**src/rtl/btn_pkg.sv**
```systemverilog
// Shared constants for the button conditioner: clock-derived default cycle
// counts and the per-channel state encoding.
package btn_pkg;

  localparam int CLK_HZ      = 12_000_000;
  localparam int DEBOUNCE_MS = 10;
  localparam int LONG_MS     = 1000;

  localparam int DEBOUNCE_CYCLES_DEF = (CLK_HZ / 1000) * DEBOUNCE_MS;
  localparam int LONG_CYCLES_DEF     = (CLK_HZ / 1000) * LONG_MS;

  typedef enum logic [2:0] {
    IDLE        = 3'd0,
    ARM_PRESS   = 3'd1,
    HELD        = 3'd2,
    LONG_HELD   = 3'd3,
    ARM_RELEASE = 3'd4
  } btn_state_e;

endpackage

```
**src/rtl/btn_channel.sv**
```systemverilog
// One button: two-flop synchronizer, polarity fix, debounce counter,
// hold counter and a small state tracker. All outputs are registered.
module btn_channel
  import btn_pkg::*;
#(
  parameter int ACTIVE_LOW      = 0,
  parameter int DEBOUNCE_CYCLES = DEBOUNCE_CYCLES_DEF,
  parameter int LONG_CYCLES     = LONG_CYCLES_DEF
) (
  input  logic clk_i,
  input  logic rst_i,
  input  logic btn_i,
  output logic pressed_o,
  output logic press_pulse_o,
  output logic release_pulse_o,
  output logic long_pulse_o
);

  localparam int DW = $clog2(DEBOUNCE_CYCLES);
  localparam int HW = $clog2(LONG_CYCLES);
  localparam logic POL = (ACTIVE_LOW != 0);
  localparam logic [DW-1:0] D_LAST = DW'(DEBOUNCE_CYCLES - 1);
  localparam logic [DW-1:0] D_ONE  = DW'(1);
  localparam logic [HW-1:0] H_LAST = HW'(LONG_CYCLES - 1);
  localparam logic [HW-1:0] H_PRE  = HW'(LONG_CYCLES - 2);
  localparam logic [HW-1:0] H_ONE  = HW'(1);

  logic          sync1_q, sync2_q, sync_s;
  logic          stable_q, stable_d;
  logic [DW-1:0] dcnt_q, dcnt_d;
  logic [HW-1:0] hcnt_q, hcnt_d;
  btn_state_e    state_q, state_d;
  logic          press_q, press_d;
  logic          release_q, release_d;
  logic          long_q, long_d;

  // Synchronizer flops reset to the raw idle level so reset never looks like a press.
  always_ff @(posedge clk_i) begin
    if (rst_i) begin
      sync1_q   <= POL;
      sync2_q   <= POL;
      stable_q  <= 1'b0;
      dcnt_q    <= '0;
      hcnt_q    <= '0;
      state_q   <= IDLE;
      press_q   <= 1'b0;
      release_q <= 1'b0;
      long_q    <= 1'b0;
    end else begin
      sync1_q   <= btn_i;
      sync2_q   <= sync1_q;
      stable_q  <= stable_d;
      dcnt_q    <= dcnt_d;
      hcnt_q    <= hcnt_d;
      state_q   <= state_d;
      press_q   <= press_d;
      release_q <= release_d;
      long_q    <= long_d;
    end
  end

  assign sync_s = sync2_q ^ POL;

  always_comb begin
    stable_d  = stable_q;
    dcnt_d    = dcnt_q;
    hcnt_d    = hcnt_q;
    state_d   = state_q;
    press_d   = 1'b0;
    release_d = 1'b0;
    long_d    = 1'b0;

    if (sync_s != stable_q) begin
      if (dcnt_q == D_LAST) begin
        stable_d  = sync_s;
        dcnt_d    = '0;
        press_d   = sync_s;
        release_d = ~sync_s;
      end else begin
        dcnt_d = dcnt_q + D_ONE;
      end
    end else begin
      dcnt_d = '0;
    end

    // Hold count starts after the press-pulse cycle and saturates once long fires.
    if (press_d || release_d || press_q || !stable_q) begin
      hcnt_d = '0;
    end else if (hcnt_q != H_LAST) begin
      hcnt_d = hcnt_q + H_ONE;
      long_d = (hcnt_q == H_PRE);
    end else begin
      hcnt_d = hcnt_q;
    end

    case (state_q)
      IDLE: begin
        if (sync_s) state_d = ARM_PRESS;
        else        state_d = IDLE;
      end
      ARM_PRESS: begin
        if (press_d)      state_d = HELD;
        else if (!sync_s) state_d = IDLE;
        else              state_d = ARM_PRESS;
      end
      HELD: begin
        if (!sync_s)     state_d = ARM_RELEASE;
        else if (long_d) state_d = LONG_HELD;
        else             state_d = HELD;
      end
      LONG_HELD: begin
        if (!sync_s) state_d = ARM_RELEASE;
        else         state_d = LONG_HELD;
      end
      ARM_RELEASE: begin
        if (release_d)              state_d = IDLE;
        else if (!sync_s)           state_d = ARM_RELEASE;
        else if (hcnt_d == H_LAST)  state_d = LONG_HELD;
        else                        state_d = HELD;
      end
      default: state_d = IDLE;
    endcase
  end

  assign pressed_o       = stable_q;
  assign press_pulse_o   = press_q;
  assign release_pulse_o = release_q;
  assign long_pulse_o    = long_q;

endmodule

```
**src/rtl/button_conditioner.sv**
```systemverilog
// Conditions NUM_BTN raw button pins into clean debounced levels and
// press/release/long-press pulses, one independent channel per pin.
module button_conditioner
  import btn_pkg::*;
#(
  parameter int NUM_BTN         = 3,
  parameter int ACTIVE_LOW      = 0,
  parameter int DEBOUNCE_CYCLES = DEBOUNCE_CYCLES_DEF,
  parameter int LONG_CYCLES     = LONG_CYCLES_DEF
) (
  input  logic               CLK,
  input  logic               RST,
  input  logic [NUM_BTN-1:0] BTN,
  output logic [NUM_BTN-1:0] PRESSED,
  output logic [NUM_BTN-1:0] PRESS_PULSE,
  output logic [NUM_BTN-1:0] RELEASE_PULSE,
  output logic [NUM_BTN-1:0] LONG_PULSE
);

  for (genvar g = 0; g < NUM_BTN; g++) begin : g_chan
    btn_channel #(
      .ACTIVE_LOW      (ACTIVE_LOW),
      .DEBOUNCE_CYCLES (DEBOUNCE_CYCLES),
      .LONG_CYCLES     (LONG_CYCLES)
    ) u_chan (
      .clk_i           (CLK),
      .rst_i           (RST),
      .btn_i           (BTN[g]),
      .pressed_o       (PRESSED[g]),
      .press_pulse_o   (PRESS_PULSE[g]),
      .release_pulse_o (RELEASE_PULSE[g]),
      .long_pulse_o    (LONG_PULSE[g])
    );
  end

endmodule

```
**config.mk**
```make
export PLATFORM = sky130hd
export DESIGN_NAME = button_conditioner
export DESIGN_NICKNAME = d
export VERILOG_FILES = /design/src/rtl/btn_pkg.sv /design/src/rtl/btn_channel.sv /design/src/rtl/button_conditioner.sv
export SDC_FILE = /design/constraint.sdc
export NUM_CORES = 1
export LEC_CHECK = 0
export BUFFER_PORTS_ARGS = -buffer_cell sky130_fd_sc_hd__buf_2
export CAP_MARGIN = 20
export CORE_MARGIN = 2
export CORE_UTILIZATION = 50
export CTS_CLUSTER_DIAMETER = 50
export DETAILED_ROUTE_END_ITERATION = 16
export GPL_ROUTABILITY_DRIVEN = 1
export PLACE_DENSITY = 0.8
export SYNTH_ARGS = -nofsm -noshare
export SYNTH_HDL_FRONTEND = slang
export SYNTH_SLANG_ARGS = --single-unit
```
**constraint.sdc**
```tcl
create_clock -name CLK -period 2.2 [get_ports CLK]
set_input_delay 0.22 -clock CLK [delete_from_list [all_inputs] [get_ports CLK]]
set_output_delay 0.22 -clock CLK [all_outputs]
set_load 0.1 [all_outputs]
```
==> results by group, run 1 <==
Power and ir drop
  • Worst IR Drop VDD: 0.597 mV
  • Switching Fraction: 20.5%
  • LEAKAGE: 2.38 nW
  • Combinational share of power: 0.5%
  • Switch Pwr: 1.16 mW
  • Power Total: 5.69 mW
  • Register share of total power: 45.1%
  • Clock share of power: 54.3%
  • Pwr Density: 795 nW/um^2
  • Pint: 4.52 mW

Synthesis
  • Post-synth top area share: 45.3%
  • Synthesized area: 6240 um^2
  • Yosys warning count: 0
  • Most common cell in the netlist: dfxtp_1
  • Post-synth EDFFs: 0
  • Post-synthesis sequential area ratio: 45.3%
  • Cells after Synth: 709
  • Syn avg cell area: 8.80 um^2
  • Ys async rst share: 0%
  • Post-synth top cells: dfxtp_1, nor2_1, nand3_1, xor2_1, xnor2_1
  • Synth area leaders: dfxtp_1, nor2_1, xor2_1
  • Top_reg_cell synth: dfxtp_1
  • Synth Register Bits: 141
  • Mapped Nets: 723
  • Synth cell types: 40
  • Largest area contributor in the netlist: dfxtp_1

Routing
  • DRT Wirelength: 11700 um
  • Drt first-iter violations: 322
  • Pre-antenna DRT Iters: 5
  • Wire length per cell: 12.8 um
  • Antenna Nets Post-Route: 0
  • Vias: 4894
  • # DRC: 0
  • Via density: 5.37

Clock tree
  • CTS Sinks: 141
  • CTS clock-pin slew for the worst setup and hold paths: 0.06 ns
  • CTS buffer count: 17
  • CTS tree: done
  • Setup repair bufs after CTS: 0
  • Max Root-Sink Buffers: 2
  • Root Buffer: clkbuf_16
  • Depth of the CTS H-tree: 4
  • Clk Latency, worst-skew pair: 0.43 ns

Floorplan
  • Die Y: 116 um
  • Num rows: 40
  • Core Box Area: 12100 um^2
  • Die area: 13400 um^2
  • Die X: 116 um
  • Starting Density: 51.5%
  • Ports: 17

Layout
  • Ant. Diodes: 0
  • Reg area: 2820 um^2
  • Share of post-route cells with drive strength above 1: 8.75%
  • Area of the multi-input gates: 3200 um^2
  • Fill cell count: 1055
  • Layout area overhead: 14.7%
  • # nets final: 744

Placement
  • Final HPWL DP: 7920 um
  • Gp weighted congestion: 0.834
  • Number of port buffers: 16

Worst setup path
  • R2r setup slk: 0.17 ns
  • Crit. End Element: register
  • CP delay by family, top: simple AND/OR/NAND/NOR gates
  • Cells along the critical path: ha_1 -> and4_1 -> nand2_1 -> or4_4 -> o21ai_4 -> buf_12 -> a211oi_1
  • Slowest CP cell: or4_4
  • Buf/Inv on CP: 1
  • CP required: 2.49 ns
  • Critical Path Source Type: register
  • CP Class: register to register
  • Crit path arrival time: 2.32 ns
  • Max stage delay on crit path: 0.59 ns
  • CP max FO: 25

STA
  • Post-layout min period: 2.03 ns
  • Final Slew Violations: 0
  • Clock Skew: 0.0209 ns
  • Period Utilization, post-route: 92.3%
  • Highest clock rate: 0.493 GHz
  • Final setup viols: 0
  • Setup TNS: 0 ns
  • Worst-margin pin slew: 0.487 ns
  • RSZ-0062 raised after global routing: no
  • Final Hold Vio Count: 0
  • Rel. slew slack: 67.4%

Global route
  • Largest net degree at the start of global routing: 26
  • Grt met3 use: 6.07%
  • Busiest grt layer: met2
  • First-pass GRT wire length: 20500 um
  • Gr ovfl total: 0
  • Initial antenna violation count: 0
  • Vias in the first global route: 4784
  • Gr usage total: 18.9%
  • M2 GR Usage: 32.1%
  • Met1 Track Usage GR: 21.8%

Outcome
  • Outcome: finished clean

Min path
  • Hold/Removal Path Class: input port to register

Run
  • Max Cap Viol: 0
stage by stage:
step,instance area [um^2],hold WS (ns),worst slack (ns),cells,utilization (%)
finish,7150,0.162,0.170,911,59.1
global route,7150,0.184,0.0386,911,59.1
CTS,7150,0.164,0.0635,911,59.0
detailed placement,6470,0.425,0.0920,876,53.4
global placement,6470,0.416,0.149,876,53.4
floorplan,6240,0.348,0.156,709,-
area by class of cell:
cell class	instances	area share (%)
tap	168	2.94
clock buffer	18	6.14
clock inverter	14	2.87
timing repair buffer	30	3.22
inverter	13	0.682
multi-input combinational	527	44.7
sequential	141	39.5
worst register-to-register path: stages, from the launching register on:
cell and delay [ns]:
dfxtp_1 0.39, ha_1 0.18, and4_1 0.24, nand2_1 0.08, or4_4 0.59, o21ai_4 0.17, buf_12 0.18, a211oi_1 0.07
registers in the layout (all words and copies together) (netlist names):
signal                         cells
g_chan.u_chan.dcnt_q              51
g_chan.u_chan.hcnt_q              72
g_chan.u_chan.long_pulse_o         3
g_chan.u_chan.press_pulse_o        3
g_chan.u_chan.pressed_o            3
g_chan.u_chan.release_pulse_o      3
g_chan.u_chan.sync1_q              3
g_chan.u_chan.sync2_q              3
path summary, 6_finish.rpt:
kind | from | to | cells past startpoint
setup reg to reg | g_chan[2].u_chan.dcnt_q[0] | g_chan[2].u_chan.hcnt_q[5] | 7
hold reg to reg | g_chan[1].u_chan.sync1_q | g_chan[1].u_chan.sync2_q | 1
hold / removal | RST | g_chan[1].u_chan.pressed_o | 2
setup / recovery | g_chan[2].u_chan.dcnt_q[0] | g_chan[2].u_chan.hcnt_q[5] | 7
layout by cell type (no fill, tap or decap), types with 2 or more instances in the layout:
cell type      instances
dfxtp_1              141
nor2_1               136
nand3_1               54
xor2_1                51
xnor2_1               49
nand2_1               41
nand4_1               28
nor3_1                25
and3_1                24
clkbuf_16             17
and4_1                16
buf_2                 16
nor4_1                15
inv_1                 13
a21oi_1                9
ha_1                   9
nor4bb_1               8
buf_4                  8
a211oi_1               7
a31oi_1                7
nor3b_1                6
nor2b_1                6
or3_1                  5
nor4b_1                4
bufinv_16              4
inv_6                  4
nand2b_1               3
o21ai_0                3
mux2i_1                3
nand4b_1               3
clkinv_4               3
dlygate4sd3_1          3
buf_12                 3
or4_4                  2
and4b_1                2
or2_2                  2
and2_1                 2
power groups by stage:
stage	logic [mW]	registers, mW	clock network [mW]
5_1_grt	0.0347	2.57	3.25
4_1_cts	0.0310	2.57	3.14
3_5_place_dp	0.0268	2.62	0
6_report	0.0306	2.57	3.09
3_3_place_gp	0.0258	2.62	0
2_1_floorplan	0.0185	2.62	0
timing repair:
item,in CTS,in global routing
endpoints found under the hold margin,3,0
gates resized for setup,0,2
endpoints found under the setup margin,0,26
hold buffers,3,0
metal layers:
layer | part of all wire [%] | vias up
met1 | 46 | 2309
li1 | - | 2493
met3 | 3.6 | 17
met5 | 0 | -
met2 | 48 | 75
met4 | 1.5 | 0
cells by family (layout without fill, tap and decap cells):
kind of cell | after synthesis | in the layout | share of synthesized area (%)
AND/OR/NAND/NOR | 384 | 384 | 31.6
adder cells (fa/ha/maj) | 9 | 9 | 1.81
buffers and inverters | 41 | 75 | 3.59
AO/OA/AOI/OAI | 31 | 31 | 3.19
flip-flops | 141 | 141 | 45.3
multiplexers | 3 | 3 | 0.482
XOR/XNOR | 100 | 100 | 14.0
(Power assumes the default switching activity.)
==> run 2: changes to the inputs <==
--- a/config.mk
+++ b/config.mk
@@ -12,7 +12,7 @@
 export CTS_CLUSTER_DIAMETER = 50
 export DETAILED_ROUTE_END_ITERATION = 16
 export GPL_ROUTABILITY_DRIVEN = 1
-export PLACE_DENSITY = 0.8
+export PLACE_DENSITY = 0.77
 export SYNTH_ARGS = -nofsm -noshare
 export SYNTH_HDL_FRONTEND = slang
 export SYNTH_SLANG_ARGS = --single-unit
==> constraint.sdc (replaced) <==
create_clock -name CLK -period 2.55 [get_ports CLK]
set_input_delay 0.255 -clock CLK [delete_from_list [all_inputs] [get_ports CLK]]
set_output_delay 0.255 -clock CLK [all_outputs]
set_load 0.1 [all_outputs]
==> run 2 against run 1 <==
  * Sequential cell count did not move
  * Sequential power fell by 14%
  * Core utilization fell by 1.7 points
  * Via count rose by 0.94%
  * Largest cell class unchanged
==> results by group, run 2 (synthesized netlist as in run 1, its figures left out) <==
Global route
  • First-pass GRT wire length: 20500 um (unchanged)
  • Gr ovfl total: 0 (unchanged)
  • Vias in the first global route: 4698 (-1.8%)
  • Largest net degree at the start of global routing: 26 (unchanged)
  • Initial antenna violation count: 0 (unchanged)
  • Gr usage total: 18.8% (-0.080 points)

Routing
  • Pre-antenna DRT Iters: 4 (-1)
  • Via density: 5.48 (+1.9%)
  • # DRC: 0 (unchanged)
  • Wire length per cell: 13.0 um (+1.8%)
  • Antenna Nets Post-Route: 0 (unchanged)
  • DRT Wirelength: 11700 um (+0.77%)
  • Vias: 4940 (+0.94%)
  • Drt first-iter violations: 270 (-16%)

Worst setup path
  • CP max FO: 16 (-36%)
  • Critical Path Source Type: register
  • Worst R2R Path Depth: 6 (-1)
  • Crit. End Element: register
  • CP Class: register to register
  • Crit path arrival time: 2.64 ns (+0.32 ns)
  • R2r setup slk: 0.20 ns (+0.03 ns)
  • CP required: 2.84 ns (+0.35 ns)

Clock tree
  • Post-CTS Hold Buffers: 0 (-3)
  • Setup repair bufs after CTS: 0 (unchanged)
  • CTS Sinks: 141 (unchanged)
  • CTS tree: done
  • CTS buffer count: 17 (unchanged)
  • Root Buffer: clkbuf_16
  • Max Root-Sink Buffers: 2 (unchanged)
  • CTS clock-pin slew for the worst setup and hold paths: 0.06 ns (about the same)
  • CTS-repair resized insts: 0 (unchanged)
  • Depth of the CTS H-tree: 4 (unchanged)
  • Clk Latency, worst-skew pair: 0.42 ns (about the same)

Floorplan
  • Die X: 116 um (unchanged)
  • Die Y: 116 um (unchanged)
  • Ports: 17 (unchanged)
  • Num rows: 40 (unchanged)
  • Starting Density: 51.5% (unchanged)
  • Core Box Area: 12100 um^2 (unchanged)
  • Die area: 13400 um^2 (unchanged)

Placement
  • Final HPWL DP: 7880 um (-0.56%)
  • Pre-CTS setup slack: 0.230 ns (+0.138 ns)
  • Number of port buffers: 16 (unchanged)
  • Gp weighted congestion: 0.807 (-3.3%)

STA
  • Clock Skew: 0.00572 ns (-0.0151 ns)
  • Final Hold Vio Count: 0 (unchanged)
  • RSZ-0062 raised after global routing: no
  • Hold slack: 0.0363 ns (-0.126 ns)
  • Highest clock rate: 0.425 GHz (-14%)
  • Rel. slew slack: 48.7% (-19 points)
  • Final Slew Violations: 0 (unchanged)
  • Period Utilization, post-route: 92.3% (about the same)
  • Setup TNS: 0 ns (unchanged)
  • Final setup viols: 0 (unchanged)
  • Fin worst setup slack: 0.196 ns (+0.0261 ns)
  • Post-layout min period: 2.35 ns (+0.324 ns)
  • Worst-margin pin slew: 0.762 ns (+0.275 ns)

Power and ir drop
  • LEAKAGE: 2.27 nW (-4.6%)
  • Worst IR Drop VDD: 0.481 mV (-19%)
  • Power Total: 4.57 mW (-20%)
  • Pwr Density: 657 nW/um^2 (-17%)

Layout
  • Layout area overhead: 11.5%
  • Share of post-route cells with drive strength above 1: 7.49% (-1.3 points)
  • Largest register FFs: 72 (unchanged)
  • Most frequent cells in the layout: dfxtp_1, nor2_1, nand3_1
  • Fill cell count: 1067 (+1.1%)
  • Largest Register: g_chan.u_chan.hcnt_q
  • Regs by FF count: g_chan.u_chan.hcnt_q: 72 flops, g_chan.u_chan.dcnt_q: 51 flops
  • # nets final: 735 (-1.2%)
  • Commonest non-fill, non-tap cell in the layout: dfxtp_1
  • Ant. Diodes: 0 (unchanged)
  • Post-layout util: 57.4% (-1.7 points)

Outcome
  • Outcome: finished clean

Min path
  • Hold path depth: 2 (unchanged)
  • Hold/Removal Path Class: input port to register

Run
  • Max Cap Viol: 0 (unchanged)
run 2: path summary, 6_finish.rpt:
kind | startpoint | to
min | BTN[1] | g_chan[1].u_chan.sync1_q
max | g_chan[2].u_chan.dcnt_q[0] | g_chan[2].u_chan.dcnt_q[2]
min reg2reg | g_chan[1].u_chan.sync1_q | g_chan[1].u_chan.sync2_q
max reg2reg | g_chan[2].u_chan.dcnt_q[0] | g_chan[2].u_chan.dcnt_q[2]
run 2: worst max-delay path, stage by stage, from the launching register on:
cell and delay [ns]:
dfxtp_1 0.37, ha_1 0.24, and4_1 0.26, nand2_1 0.08, or4_1 0.69, nand2_1 0.45, nor2_1 0.12
run 2: report_power, final:
group          internal [mW]  leakage, nW  switching [mW]
registers               2.21         1.14         0.00538
logic                0.00734        0.865          0.0144
clock network           1.41        0.268           0.918
total                   3.63         2.27           0.938
run 2: cell type report:
class	instances	area [um^2]	area share, %
Inverter	13	48.8	0.702
Tap cell	168	210	3.02
Clock inverter	10	88.8	1.28
Sequential cell	141	2820	40.6
Clock buffer	22	474	6.82
Multi-Input combinational cell	527	3190	45.9
Timing Repair Buffer	21	118	1.69
run 2: metrics by stage:
step / std cells / cell area [um^2]
after global placement: 870 / 6390
final: 902 / 6950
after global routing: 902 / 6950
after CTS: 902 / 6950
after floorplan: 709 / 6240
after detailed placement: 870 / 6390
run 2: routing by layer:
layer  routed length (um)  global-route usage [%]
met5                    0                       0
met1                 5410                    22.7
met3                  380                    4.55
met4                  264                    9.21
met2                 5690                    31.7
